$ cat src/rtl/div_pkg.sv
// Shared types and helpers for the fixed-point divider sequencer.
package div_pkg;

    localparam int unsigned DivN   = 33;
    localparam int unsigned DivQ   = 33;
    localparam int unsigned SmMaxW = 64;

    typedef enum logic [2:0] {
        StIdle,
        StLaunch,
        StWaitBusy,
        StWaitDone,
        StOut
    } div_state_e;

    function automatic int unsigned timeout_cycles(input int unsigned n, input int unsigned q);
        return 2 * (n + q) + 8;
    endfunction

    // x is a sign-extended two's-complement value; result is {sign, mag[w-2:0]} in the low w
    // bits, with the most negative value saturated to the largest representable magnitude.
    function automatic logic [SmMaxW-1:0] to_sign_mag(input logic [SmMaxW-1:0] x,
                                                      input int unsigned w);
        logic              sign;
        logic [SmMaxW-1:0] mag;
        logic [SmMaxW-1:0] lim;
        sign = x[SmMaxW-1];
        mag  = sign ? (~x + 64'd1) : x;
        lim  = (64'd1 << (w - 1)) - 64'd1;
        if (mag > lim) begin
            mag = lim;
        end
        return mag | (64'(sign) << (w - 1));
    endfunction

endpackage

$ cat src/rtl/sm_to_twos.sv
// Sign-magnitude to two's-complement converter; a negative zero maps to zero.
module sm_to_twos #(
    parameter int unsigned W = 66
) (
    input  logic         sign,
    input  logic [W-2:0] mag,
    output logic [W-1:0] value
);

    logic [W-1:0] ext;

    assign ext   = {1'b0, mag};
    assign value = sign ? (W'(0) - ext) : ext;

endmodule

$ cat src/rtl/fix_div_ctrl.sv
// Sequencer around the sign-magnitude fixed-point divider: operand conversion, launch,
// completion tracking, divide-by-zero saturation and timeout.
module fix_div_ctrl
    import div_pkg::*;
#(
    parameter int unsigned N       = DivN,
    parameter int unsigned Q       = DivQ,
    parameter int unsigned TIMEOUT = timeout_cycles(N, Q)
) (
    input  logic           clk,
    input  logic           rst,
    input  logic           s_valid,
    output logic           s_ready,
    input  logic [N-1:0]   s_dividend,
    input  logic [N-1:0]   s_divisor,
    output logic           m_valid,
    input  logic           m_ready,
    output logic [N+Q-1:0] m_quotient,
    output logic           m_div0,
    output logic           m_timeout,
    output logic [N-1:0]   div_dividend,
    output logic [N-1:0]   div_divisor,
    output logic           div_start,
    input  logic [N-1:0]   div_quotient_int,
    input  logic [Q-1:0]   div_quotient_frac,
    input  logic           div_complete
);

    localparam int unsigned W    = N + Q;
    localparam int unsigned CntW = $clog2(TIMEOUT + 1);

    div_state_e      state_q, state_d;
    logic [CntW-1:0] cnt_q, cnt_d;
    logic [N-1:0]    dvd_q, dvd_d;
    logic [N-1:0]    dvs_q, dvs_d;
    logic [W-1:0]    quo_q, quo_d;
    logic            div0_q, div0_d;
    logic            tmo_q, tmo_d;

    logic            tmo_hit;
    logic            cvt_sign;
    logic [W-2:0]    cvt_mag;
    logic [W-1:0]    cvt_value;

    assign tmo_hit = (cnt_q == CntW'(TIMEOUT - 1));

    // One converter serves both the divide-by-zero saturation (IDLE) and the divider result.
    assign cvt_sign = (state_q == StIdle) ? s_dividend[N-1] : div_quotient_int[N-1];
    assign cvt_mag  = (state_q == StIdle)
                    ? ((s_dividend == '0) ? '0 : {(W-1){1'b1}})
                    : {div_quotient_int[N-2:0], div_quotient_frac};

    sm_to_twos #(
        .W(W)
    ) u_sm_to_twos (
        .sign (cvt_sign),
        .mag  (cvt_mag),
        .value(cvt_value)
    );

    always_comb begin
        state_d   = state_q;
        cnt_d     = cnt_q;
        dvd_d     = dvd_q;
        dvs_d     = dvs_q;
        quo_d     = quo_q;
        div0_d    = div0_q;
        tmo_d     = tmo_q;
        s_ready   = 1'b0;
        div_start = 1'b0;

        unique case (state_q)
            StIdle: begin
                s_ready = 1'b1;
                if (s_valid) begin
                    dvd_d  = N'(to_sign_mag(SmMaxW'(signed'(s_dividend)), N));
                    dvs_d  = N'(to_sign_mag(SmMaxW'(signed'(s_divisor)), N));
                    tmo_d  = 1'b0;
                    if (s_divisor == '0) begin
                        quo_d   = cvt_value;
                        div0_d  = 1'b1;
                        state_d = StOut;
                    end else begin
                        div0_d  = 1'b0;
                        cnt_d   = '0;
                        state_d = StLaunch;
                    end
                end
            end

            StLaunch, StWaitBusy, StWaitDone: begin
                cnt_d = cnt_q + CntW'(1);
                if (tmo_hit) begin
                    // Timeout wins over a done seen in the same cycle.
                    quo_d   = '0;
                    tmo_d   = 1'b1;
                    state_d = StOut;
                end else if (state_q == StLaunch) begin
                    if (div_complete) begin
                        div_start = 1'b1;
                        state_d   = StWaitBusy;
                    end
                end else if (state_q == StWaitBusy) begin
                    if (!div_complete) begin
                        state_d = StWaitDone;
                    end
                end else if (div_complete) begin
                    quo_d   = cvt_value;
                    state_d = StOut;
                end
            end

            StOut: begin
                if (m_ready) begin
                    state_d = StIdle;
                end
            end

            default: state_d = StIdle;
        endcase
    end

    always_ff @(posedge clk) begin
        if (rst) begin
            state_q <= StIdle;
            cnt_q   <= '0;
            dvd_q   <= '0;
            dvs_q   <= '0;
            quo_q   <= '0;
            div0_q  <= 1'b0;
            tmo_q   <= 1'b0;
        end else begin
            state_q <= state_d;
            cnt_q   <= cnt_d;
            dvd_q   <= dvd_d;
            dvs_q   <= dvs_d;
            quo_q   <= quo_d;
            div0_q  <= div0_d;
            tmo_q   <= tmo_d;
        end
    end

    assign m_valid      = (state_q == StOut);
    assign m_quotient   = quo_q;
    assign m_div0       = div0_q;
    assign m_timeout    = tmo_q;
    assign div_dividend = dvd_q;
    assign div_divisor  = dvs_q;

endmodule
$ cat config.mk
export PLATFORM = sky130hd
export DESIGN_NAME = fix_div_ctrl
export DESIGN_NICKNAME = d
export VERILOG_FILES = /design/src/rtl/div_pkg.sv /design/src/rtl/sm_to_twos.sv /design/src/rtl/fix_div_ctrl.sv
export SDC_FILE = /design/constraint.sdc
export NUM_CORES = 1
export LEC_CHECK = 0
export CAP_MARGIN = 5
export CORE_MARGIN = 2
export CORE_UTILIZATION = 44
export CTS_BUF_LIST = sky130_fd_sc_hd__clkbuf_16
export CTS_CLUSTER_SIZE = 28
export DETAILED_ROUTE_END_ITERATION = 16
export GPL_TIMING_DRIVEN = 0
export PLACE_DENSITY = 0.79
export SLEW_MARGIN = 25
export SYNTH_ARGS = -nofsm -noshare
export SYNTH_HDL_FRONTEND = slang
export SYNTH_HIERARCHICAL = 1
export SYNTH_SLANG_ARGS = --single-unit
$ cat constraint.sdc
create_clock -name clk -period 4.3 [get_ports clk]
set_input_delay 0.43 -clock clk [delete_from_list [all_inputs] [get_ports clk]]
set_output_delay 0.43 -clock clk [all_outputs]
set_load 0.01 [all_outputs]
==> flow_summary_export.csv <==
group,metric,value,unit
die,core.rowCount,52,
die,dieHeight,147.8,um
power_and_ir_drop,p_leak,5.639,nW
yosys,synthesis.nets,1230,
global_route,grt_pass1_vias,9414,
power_and_ir_drop,power,4.460,mW
power_and_ir_drop,switching_share,0.3419,
timing,clock_skew,0.008899,ns
clock_network,ctsRootBufferMaster,"clkbuf_16",
yosys,synth_cell_types,53,
worst_setup_path,required,4.66,ns
drt,drc,0,
drt,wl_per_cell,19.30,um
global_route,grt_use_total,0.2765,
power_and_ir_drop,clkPwrFrac,0.342,
global_route,gr-total-overflow,0,
worst_setup_path,r2r_end,"m_quotient[61]$_SDFFE_PP0P_",
placement,dp_hpwl,22.41,mm
cells_and_area,regArea,0.002903,mm^2
timing,final.min_clock_period,4.289,ns
clock_network,tritoncts,"built",
timing,hold_viol,0,
worst_hold_path,worstHoldPathType,"in2reg",
worst_setup_path,regToRegSetupSlack,0.23,ns
yosys,synthCells,1089,
power_and_ir_drop,seqPwrFrac,0.330,
timing,holdWs,0.3296,ns
worst_setup_path,worstReg2RegStart,"state_q[1]$_SDFFE_PP0P_",
worst_setup_path,critPathKind,"in2reg",
worst_setup_path,cp_num_cells,16,
timing,slew_viol_final,0,
clock_network,cts.sinks,145,
worst_setup_path,crit_path_max_fanout,8,
drt,vias,9771,
cells_and_area,n_fill_cell,1581,
yosys,synth.largest_area_cell,"dfxtp_1",
worst_setup_path,cp-end-kind,"flip-flop",
die,io_pins,274,
yosys,synth_area_leaders,"dfxtp_1 (32%), mux2i_1 (7.5%), xnor2_1 (6.2%)",
drt,drtIter0Drc,807,
yosys,ys_seq_area_frac,0.3190,
drt,wl,33.01,mm
clock_network,clock_latency,0.44,ns
power_and_ir_drop,p_int,2.935,mW
placement,place_inst,1631,
cells_and_area,syn2layout_area_growth,50.49,%
flow_run,max-cap-violations,0,
worst_setup_path,critPathTopFamily,"simple AND/OR/NAND/NOR gates",
drt,ant_nets,0,
worst_setup_path,rr_worst_depth,11,
global_route,grt_pass1_wl,48.42,mm
power_and_ir_drop,irDropWorstVdd,0.3076,mV
worst_setup_path,critical_path.slowest_cell,"or4_4",
global_route,grt_max_degree,17,
worst_setup_path,cpPeakStageDelay,0.58,ns
placement,place.gp.congestion,0.9153,
clock_network,h-tree-depth,4,
clock_network,clkTransAtPathRegs,0.07,ns
clock_network,cts-buffers-inserted,17,
yosys,synth_warnings,6,
timing,worstMarginPinSlew,0.7260,ns
drt,viasPerCell,5.714,
clock_network,cts_buffer_depth,2,
timing,rsz0062_at_grt,"true",
die,coreArea,0.02023,mm^2
drt,dr.pass1.iters,5,
yosys,syn_area,0.009100,mm^2
yosys,yosys_register_bits,145,
worst_setup_path,setup.worst_path.start_class,"primary input",
timing,finalSetupViolCount,0,
worst_setup_path,cp_cell_sequence,"clkdlybuf4s15_1, or4_4, nor3_4, nand3_2, nor3_4, a21oi_4, buf_6, buf_8, a21o_1, or4_4, or3_4, or3b_4, or4b_1, nand3_2, nand2_1, mux2i_1",
worst_setup_path,critPathLaunch,"s_dividend[18]",
placement,io_buffers,272,
worst_setup_path,crit_end,"m_quotient[61]$_SDFFE_PP0P_",
die,die_x,147.8,um
power_and_ir_drop,power_density,325.7,mW/mm^2
cells_and_area,final_common_cell,"clkdlybuf4s50_1",
worst_setup_path,path_buf_inv,3,
timing,maxSlewHeadroom,0.5120,
cells_and_area,final_cell_mix,"clkdlybuf4s50_1 (253), dfxtp_1 (145), nand2_1 (111)",
die,die_area,0.02185,mm^2
cells_and_area,layout.nets,1567,
yosys,synth_top_area_frac,0.3190,
yosys,synth.avg_cell_area,8.356,um^2
timing,fin_crit_sh,0.9975,
power_and_ir_drop,p_sw,1.525,mW
cells_and_area,final_cells,1710,
die,start_util,0.4497,
timing,fin_tns_setup,0,ns
cells_and_area,layout-drive-gt1-share,0.1390,
cells_and_area,multi_input_area,0.006320,mm^2
timing,max_freq,233.1,MHz
worst_setup_path,worstPathArrival,4.65,ns
global_route,antenna_found_initial,0,
power_and_ir_drop,combPwrFrac,0.328,
clock_network,cts_hold_buf,0,
outcome,status,"completed",
-- cell usage after synthesis (all sizes together) --
| library cell | instances |
|---|---|
| a31oi | 2 |
| or4 | 21 |
| xnor2 | 64 |
| nor3 | 15 |
| a21o | 66 |
| nand3 | 18 |
| nand4b | 1 |
| o31a | 1 |
| o21ai | 47 |
| xor2 | 62 |
| nand2b | 72 |
| o211ai | 2 |
| ha | 4 |
| nor2b | 3 |
| nand3b | 2 |
| o41ai | 26 |
| o31ai | 37 |
| dfxtp | 145 |
| a311oi | 3 |
| and2 | 1 |
| and3 | 2 |
| inv | 14 |
| nor4b | 2 |
| nor2 | 97 |
| and4bb | 1 |
| a21boi | 1 |
| or2 | 7 |
| buf | 20 |
| a22oi | 2 |
| nor4 | 13 |
| or4b | 2 |
| a21oi | 11 |
| or3b | 1 |
| clkbuf | 56 |
| or3 | 19 |
| nand2 | 113 |
| a211oi | 61 |
| nand4 | 7 |
| mux2i | 68 |
-- timing repair --
item,CTS,global route
setup buffers,23,22
gates cloned,1,1
resized for setup,54,120
pin swaps,21,31
endpoints found under the setup margin,53,47
-- through the flow --
stage / instance area, um^2 / utilization / setup WS [ns]
after CTS: 13090 / 0.6471 / -0.002612
after detailed placement: 12160 / 0.6010 / -1.265
after floorplan: 9100 / - / 0.001464
final: 13690 / 0.6768 / 0.01084
after global routing: 13690 / 0.6767 / -0.06709
after global placement: 12160 / 0.6010 / -1.215
-- cell type report --
type                    count  share of cell area
plain buffers              75             0.02942
clock inverters            15             0.01224
flip-flops and latches    145              0.2120
clock buffers              17             0.03106
inverters                  14            0.003837
repair buffers            319              0.2251
multi-input cells         854              0.4615
well taps                 270             0.02467
diodes                      1           0.0001827
-- routing by layer --
| layer | track usage | routed length (um) |
|---|---|---|
| met4 | 0.1152 | 1340 |
| met5 | 0 | 0 |
| met2 | 0.4770 | 15720 |
| met3 | 0.08148 | 3061 |
| met1 | 0.3203 | 12890 |
-- power by group through the flow --
| stage | clock network, mW | registers [mW] | logic (mW) |
|---|---|---|---|
| global route | 1.60 | 1.48 | 1.56 |
| detailed placement | 0 | 1.50 | 1.29 |
| finish | 1.52 | 1.47 | 1.46 |
| floorplan | 0 | 1.53 | 0.760 |
| CTS | 1.54 | 1.47 | 1.33 |
| global placement | 0 | 1.50 | 1.28 |
-- worst min-delay path: stages --
cell	delay (ns)
buf_6	0.09
xor2_1	0.13
a211oi_1	0.07
-- logic make-up after synthesis --
logic type / share of synthesized area
and+or+nand+nor: 0.2337
buffers and inverters: 0.04248
adders and majority gates: 0.005500
xor gates and xnor gates: 0.1213
DFF: 0.3190
muxes: 0.07480
AOI/OAI and AO/OA: 0.2032
-- worst min path at each step --
| stage | end | cells past startpoint | slack (ns) | from |
|---|---|---|---|---|
| 5_1_grt | div_dividend[3]$_SDFFE_PP0P_ | 3 | 0.37 | s_dividend[3] |
| 4_1_cts | div_dividend[32]$_SDFFE_PP0P_ | 2 | 0.46 | div_dividend[32]$_SDFFE_PP0P_ |
| 2_1_floorplan | cnt_q[7]$_SDFFE_PP0P_ | 2 | 0.48 | cnt_q[7]$_SDFFE_PP0P_ |
| 3_5_place_dp | div_dividend[32]$_SDFFE_PP0P_ | 2 | 0.45 | div_dividend[32]$_SDFFE_PP0P_ |
| 3_3_place_gp | div_divisor[32]$_SDFFE_PP0P_ | 2 | 0.44 | div_divisor[32]$_SDFFE_PP0P_ |
| 6_report | div_dividend[3]$_SDFFE_PP0P_ | 3 | 0.33 | s_dividend[3] |
-- sequential cells by signal (all words and copies together) (netlist names) --
register / count
state_q: 3
cnt_q: 8
m_timeout: 1
div_divisor: 33
m_div0: 1
m_quotient: 66
div_dividend: 33
Note: power is estimated with default switching activity, not from simulation.
